$ cat src/rtl/isa_fetch_decode_pkg.sv
// Shared types and constants for the instruction fetch/decode front end.
package isa_fetch_decode_pkg;

  localparam int INSTR_W = 16;
  localparam int REG_AW = 5;
  localparam int ALUOP_W = 3;

  localparam int OP1_LSB = 0;
  localparam int OP2_LSB = 5;
  localparam int ALUOP_LSB = 10;
  localparam int WE_BIT = 13;
  localparam int RSVD_BIT = 14;
  localparam int HALT_BIT = 15;

  typedef enum logic [2:0] {
    IDLE,
    FETCH,
    LATCH,
    ISSUE,
    HALTED
  } fsmState_t;

  typedef struct packed {
    logic [REG_AW-1:0] op1;
    logic [REG_AW-1:0] op2;
    logic [ALUOP_W-1:0] aluOp;
    logic weBr;
  } decodedFields_t;

endpackage

$ cat src/rtl/isa_instr_decode.sv
// Splits a 16-bit instruction word into its register/ALU fields and the halt flag.
module isa_instr_decode
  import isa_fetch_decode_pkg::*;
(
  input  logic [INSTR_W-1:0] i_instr,
  output decodedFields_t     o_fields,
  output logic               o_halt
);

  logic w_reserved;

  assign o_fields.op1 = i_instr[OP1_LSB +: REG_AW];
  assign o_fields.op2 = i_instr[OP2_LSB +: REG_AW];
  assign o_fields.aluOp = i_instr[ALUOP_LSB +: ALUOP_W];
  assign o_fields.weBr = i_instr[WE_BIT];

  // The reserved bit is read so every bit of the word is accounted for, but
  // it is masked off and has no effect on the halt decision.
  assign w_reserved = i_instr[RSVD_BIT];
  assign o_halt = i_instr[HALT_BIT] | (w_reserved & 1'b0);

endmodule

$ cat src/rtl/isa_fetch_decode.sv
// Fetch/decode front end: reads instructions from a synchronous memory, decodes
// them and hands one at a time to the ISA stage over a valid/ready handshake.
module isa_fetch_decode
  import isa_fetch_decode_pkg::*;
#(
  parameter int IMEM_AW = 6,
  parameter int CNT_W = 16
) (
  input  logic               clk,
  input  logic               rst,
  input  logic               start,
  output logic               imem_rd,
  output logic [IMEM_AW-1:0] imem_addr,
  input  logic [INSTR_W-1:0] imem_data,
  output logic [REG_AW-1:0]  op1,
  output logic [REG_AW-1:0]  op2,
  output logic [ALUOP_W-1:0] alu_op,
  output logic               we_br,
  output logic               out_valid,
  input  logic               out_ready,
  output logic               busy,
  output logic               done,
  output logic [IMEM_AW-1:0] pc,
  output logic [CNT_W-1:0]   issued_cnt
);

  fsmState_t r_state;
  fsmState_t w_nextState;

  logic [IMEM_AW-1:0] r_pc;
  logic [CNT_W-1:0] r_issuedCnt;
  decodedFields_t r_fields;

  decodedFields_t w_fields;
  logic w_halt;
  logic w_startRun;
  logic w_latch;
  logic w_accept;

  isa_instr_decode u_decode (
    .i_instr  (imem_data),
    .o_fields (w_fields),
    .o_halt   (w_halt)
  );

  // State register; reset drops any in-flight handshake immediately.
  always_ff @(posedge clk or posedge rst) begin
    if (rst) begin
      r_state <= IDLE;
    end else begin
      r_state <= w_nextState;
    end
  end

  // Next-state logic plus the per-state strobes and status outputs.
  always_comb begin
    w_nextState = r_state;
    w_startRun = 1'b0;
    w_latch = 1'b0;
    w_accept = 1'b0;
    imem_rd = 1'b0;
    out_valid = 1'b0;
    busy = 1'b0;
    done = 1'b0;
    case (r_state)
      IDLE: begin
        if (start) begin
          w_startRun = 1'b1;
          w_nextState = FETCH;
        end
      end
      FETCH: begin
        imem_rd = 1'b1;
        busy = 1'b1;
        w_nextState = LATCH;
      end
      LATCH: begin
        busy = 1'b1;
        if (w_halt) begin
          w_nextState = HALTED;
        end else begin
          w_latch = 1'b1;
          w_nextState = ISSUE;
        end
      end
      ISSUE: begin
        busy = 1'b1;
        out_valid = 1'b1;
        if (out_ready) begin
          w_accept = 1'b1;
          w_nextState = FETCH;
        end
      end
      HALTED: begin
        done = 1'b1;
        if (start) begin
          w_startRun = 1'b1;
          w_nextState = FETCH;
        end
      end
      default: begin
        w_nextState = IDLE;
      end
    endcase
  end

  // Program counter, issue counter and the held decoded fields.
  always_ff @(posedge clk or posedge rst) begin
    if (rst) begin
      r_pc <= '0;
      r_issuedCnt <= '0;
      r_fields <= '0;
    end else begin
      if (w_startRun) begin
        r_pc <= '0;
        r_issuedCnt <= '0;
      end
      if (w_latch) begin
        r_fields <= w_fields;
        r_pc <= r_pc + 1'b1;
      end
      if (w_accept && (r_issuedCnt != {CNT_W{1'b1}})) begin
        r_issuedCnt <= r_issuedCnt + 1'b1;
      end
    end
  end

  assign imem_addr = r_pc;
  assign pc = r_pc;
  assign issued_cnt = r_issuedCnt;
  assign op1 = r_fields.op1;
  assign op2 = r_fields.op2;
  assign alu_op = r_fields.aluOp;
  assign we_br = r_fields.weBr;

endmodule

$ cat config.mk
export PLATFORM = sky130hd
export DESIGN_NAME = isa_fetch_decode
export DESIGN_NICKNAME = d
export VERILOG_FILES = /design/src/rtl/isa_fetch_decode_pkg.sv /design/src/rtl/isa_instr_decode.sv /design/src/rtl/isa_fetch_decode.sv
export SDC_FILE = /design/constraint.sdc
export NUM_CORES = 1
export LEC_CHECK = 0
export CORE_AREA = 2 2 66 68
export CTS_CLUSTER_DIAMETER = 40
export DETAILED_ROUTE_END_ITERATION = 12
export DIE_AREA = 0 0 68 70
export HOLD_SLACK_MARGIN = 0.1
export PLACE_DENSITY = 0.84
export SYNTH_ARGS = -nofsm -noshare
export SYNTH_HDL_FRONTEND = slang
export SYNTH_SLANG_ARGS = --single-unit
$ cat constraint.sdc
create_clock -name clk -period 6.1 [get_ports clk]
set_clock_uncertainty 0.1 [all_clocks]
set_input_delay 1.525 -clock clk [delete_from_list [all_inputs] [get_ports clk]]
set_output_delay 1.525 -clock clk [all_outputs]
set_load 0.1 [all_outputs]
After elaboration in Yosys (flattened, before gate mapping)
Cells that the tools add are included.
{"block": "op_classes", "n_addsub": 2, "n_mux": 18, "reduce_logical": 7, "n_eq_ne": 7}
{"op": "16-bit 2-to-1 mux", "n": 2}
{"op": "16-bit by 1-bit adder with 16-bit output, second input constant", "n": 1}
{"op": "16-bit != test, second input constant", "n": 1}
{"op": "6-bit 2-to-1 mux", "n": 2}
{"op": "3-bit case mux with 4 select lines", "n": 1}
{"op": "1-bit 2-to-1 mux", "n": 10}
{"op": "3-bit 2-to-1 mux", "n": 3}
{"op": "6-bit by 1-bit adder with 6-bit output, second input constant", "n": 1}
{"op": "3-bit by 2-bit == test with 1-bit output, second input constant", "n": 2}
{"op": "2-bit nonzero test", "n": 2}
{"op": "3-bit by 1-bit == test with 1-bit output, second input constant", "n": 1}
{"op": "3-bit == test, second input constant", "n": 1}
{"op": "3-bit zero test", "n": 1}
{"op": "3-bit OR reduction", "n": 1}
{"op": "2-bit by 1-bit != test with 1-bit output, second input constant", "n": 1}
{"op": "2-bit != test, second input constant", "n": 1}
{"op": "2-bit AND reduction", "n": 1}
{"op": "2-bit OR reduction", "n": 1}
{"op": "1-bit logical AND", "n": 1}
{"block": "word_totals", "reg_bits": 39, "in_bits": 20, "wordCells": 41, "out_inout_bits": 46}

Logic depth before layout (Yosys ltp)
{"block": "depth", "ltp_word": 5, "depth_mapped": 7}

Cells and area by module
A second synthesis with hierarchy kept.
{"block": "hier_totals", "hier_cells": 231, "area_unflattened_um2": 2024.4}
{"mod": "isa_fetch_decode", "n_inst": 1, "cells_each": 216, "area_per_inst_um2": 1911.8}
{"mod": "isa_instr_decode", "n_inst": 1, "cells_each": 15, "area_per_inst_um2": 112.6}

Worst setup path before layout
Ideal clock, no wire load.
{"block": "synth_path", "path_kind": "reg2out", "startpoint": "reg r_state[0]", "endpoint": "out imem_rd", "t_arrival_ns": 2.710, "stages_incl_launch_ff": 2, "required_ns": 4.475, "n_path_buf": 0, "slack_ns": 1.765, "cell_sequence": "dfrtp_1 nor3b_1"}
{"block": "synth_between", "elab_chain_len": 2}
{"element": "from (decl)", "line_no": "isa_fetch_decode.sv:27", "text": "fsmState_t r_state;"}
{"element": "from (signal assigned)", "line_no": "isa_fetch_decode.sv:51", "text": "r_state <= w_nextState;"}
{"element": "3-bit by 1-bit == test with 1-bit output", "line_no": "isa_fetch_decode.sv:65", "text": "case (r_state)"}
{"element": "1-bit 2-to-1 mux", "line_no": "isa_fetch_decode.sv:65"}
{"element": "to (decl)", "line_no": "isa_fetch_decode.sv:12", "text": "output logic imem_rd,"}
Every way passes these cells.

Worst setup path in the final report
{"block": "layout_path", "startpoint": "reg r_state[2]", "endpoint": "out out_valid"}
{"block": "layout_between", "elab_chain_len": 2}
{"element": "3-bit by 2-bit == test with 1-bit output", "line_no": "isa_fetch_decode.sv:65"}
{"element": "1-bit 2-to-1 mux", "line_no": "isa_fetch_decode.sv:65"}
{"element": "to (decl)", "line_no": "isa_fetch_decode.sv:19", "text": "output logic out_valid,"}
Every way passes these cells.

==> metrics <==
run status complete, no violations; net total in the final layout ~300; share of total power in sequential cells a little over a quarter; combinational cell fraction of total power 60.7%; number of resized instances in the post-cts repair step 0; commonest cells after routing, fill and taps aside 64 x clkdlybuf4s50_1, 55 x nand2_1, 39 x dfrtp_1; post-layout total power between 1 and 1.5 mW; number of pins with negative max-slew slack in the final report 0; clock transition at the register clock pins on the worst setup and hold paths after CTS ~0.070 ns; Die Footprint approximately 4800 um2; TritonCTS clock tree built; DRC 0; Via-to-Cell Ratio around 5.3; IR Drop Worst-Case VDD between 0.4 and 0.5 mV; clock share of power about 12%; headroom to the max-slew limit between 20% and 30%; Final setup violation count 0; sequential share of the synthesized area a little over 50%; area occupied by registers 976 um2; count of state elements after synthesis 39; capturing point of the worst reg2reg path issued_cnt[11]$_DFFE_PP0P_; switching part of the total roughly 58%; biggest fanout along the worst timing path 6; cts bufs inserted 5; FILL cells around 370; Clock Root Buffer clkbuf_8; setup TNS after final layout 0 ns; count of mapped cells out of synthesis between 200 and 250; unrepaired setup endpoints after global routing false; ordered list of cells on the worst path and2b_2 > and2_1 > clkdlybuf4s50_1; EDFF count, synth 0; arrival time worst endpoint 2.27 ns; aggregate global routing overflow 0; CP required around 4.5 ns; share of flip-flops with an asynchronous set or reset after synthesis between 90% and 100%; first-pass GRT wire length roughly 7.6 mm; Boundary Pins 66; Slowest cell on crit path clkdlybuf4s50_1; number of cells in the finished layout apart from fillers about 330; origin of the worst min-delay path op2[2]$_DFFE_PP0P_; vias after detailed routing around 1700; Worst setup SP type register; initial core utilization between 40% and 50%; multi-input gate area in the final layout 851 um2; net load switching power 0.799 mW; total inserted antenna cells 0; sink count of the clock tree 39; top_reg_cell synth dfrtp_1; count of cells along the worst register-to-register path 6; synthesized net count roughly 240; Hold Crit Endpoint op2[2]$_DFFE_PP0P_; hold-critical path depth 2; number of buffers and inverters on the critical path 1; area growth from synthesis to final layout 37.2%; final design utilization 64.0%; initial detailed-routing violation count 184; Die Span Y 70 um; H-tree level count 2; routability congestion estimate from global placement between 0.7 and 0.8; DRT Wirelength 4.29 mm; HPWL Detailed about 3.0 mm; Worst Hold Slack 0.375 ns; pin slew with the least headroom to its limit approximately 1.1 ns; detailed-routing iteration count for the pre-antenna-repair pass 4; number of antenna violations at the first check in global routing 0; hold violation total from the final report 0; area inside the core boundary between 4000 and 5000 um2; post-route ant nets 0; clock latency reported for the late side of the worst-skew pair approximately 0.29 ns; CTS Buffer Depth 2; share of layout cells above drive strength 1 6.52%; r2r setup slk 3.70 ns; Netlist cell types 36; die width between 60 and 70 um; total of hold buffers inserted after clock tree synthesis 0; routed length per instance around 13 um; total of max-cap violations 0; row count 24; most common cell after layout, fill and taps aside clkdlybuf4s50_1; Yosys warnings 0; Period Utilization, post-route between 60% and 70%; GRT Resource Usage Total 20.5%; highest achievable clock rate approximately 260 MHz; type of the tightest min-delay check register to register; reg2reg start issued_cnt[0]$_DFFE_PP0P_; path type of the worst setup path register to output pin; internal power summed over all cells about 0.58 mW; netlist area before placement 1930 um2; setup bufs post-CTS 0; placed cells 320; via count of the first global-routing pass between 1500 and 2000; number of port buffers 64; pin count of the biggest net entering global routing 40; minimum period implied by the final worst setup slack between 3 and 4 ns; delay contributed by the slowest stage of the critical path roughly 1.1 ns; crit end category output pin; cell family contributing the most delay on the critical path buffers and inverters; static power due to leakage 1.20 nW; Synth Area per Inst approximately 9 um2; total power per unit cell area ~520 nW/um2
[flip-flops by register name, indices dropped and copies added (netlist names)]
signal	count
r_state	3
imem_addr	6
alu_op	3
issued_cnt	16
we_br	1
op2	5
op1	5
[logic make-up after synthesis]
group                    count (synthesis)  synth area share (%)
AO/OA/AOI/OAI                           36                  10.8
XOR/XNOR                                 3                  1.36
adder cells (fa/ha/maj)                  2                  1.30
buffers and inverters                   19                  5.70
flip-flops                              39                  50.5
multiplexers                             1                 0.518
AND/OR/NAND/NOR                        116                  29.8
[power by group through the flow]
stage          registers, mW  logic [mW]  clock network, mW
4_1_cts                0.371       0.843              0.179
3_5_place_dp           0.375       0.841                  0
2_1_floorplan          0.752       0.283                  0
3_3_place_gp           0.373       0.833                  0
5_1_grt                0.382       0.875              0.187
6_report               0.371       0.837              0.172
[metal layers]
metal | vias to the layer above | global-route usage [%] | wire, um
li1 | 852 | - | -
met1 | 820 | 26.2 | 1810
met2 | 71 | 32.5 | 2120
met3 | 5 | 5.31 | 321
met4 | 0 | 8.44 | 48
met5 | - | 0 | 0
[area by class of cell]
type                            count  area share, %
Sequential cell                    39           36.8
Inverter                            6          0.849
Multi-Input combinational cell    158           32.1
Clock inverter                      3          0.755
Timing Repair Buffer               65           24.4
Tap cell                           52           2.45
Clock buffer                        5           2.60
[worst max path at each step]
| stage | start | to | slack, ns | cells after the start |
|---|---|---|---|---|
| 4_1_cts | r_state[0]$_DFFE_PP0P_ | done | 2.20 | 3 |
| 6_report | r_state[2]$_DFFE_PP0P_ | out_valid | 2.21 | 3 |
| 3_5_place_dp | imem_data[15] | imem_addr[2]$_DFFE_PP0P_ | 2.30 | 5 |
| 3_3_place_gp | imem_data[15] | imem_addr[2]$_DFFE_PP0P_ | 2.43 | 5 |
| 2_1_floorplan | r_state[0]$_DFFE_PP0P_ | imem_rd | 1.77 | 1 |
| 5_1_grt | r_state[0]$_DFFE_PP0P_ | done | 2.11 | 3 |
[cell usage after synthesis, types with 4 or more instances]
master / count / area [um2]
nand2_1: 55 / 206
o21ai_0: 21 / 105
nor3_1: 9 / 45.0
dfrtp_1: 39 / 976
nand3_1: 16 / 80.1
nand4_1: 7 / 43.8
nor2_1: 10 / 37.5
a21o_1: 5 / 37.5
buf_4: 6 / 45.0
and3_1: 4 / 25.0
inv_1: 6 / 22.5
clkbuf_1: 4 / 15.0
a21oi_1: 4 / 20.0
[per-stage QoR]
step	area (um2)	worst slack, ns
after floorplan	1930	1.77
after global placement	2560	2.43
after detailed placement	2560	2.30
after CTS	2650	2.20
after global routing	2650	2.11
final	2650	2.21
[worst reg2reg max path: cells and delay by family (launching register included)]
family                   cells  cell delay, ns
AND/OR/NAND/NOR              4            1.23
adder cells (fa/ha/maj)      1            0.28
AO/OA/AOI/OAI                1            0.26
flip-flops                   1            0.43
Power figures use the tool's default switching activity.
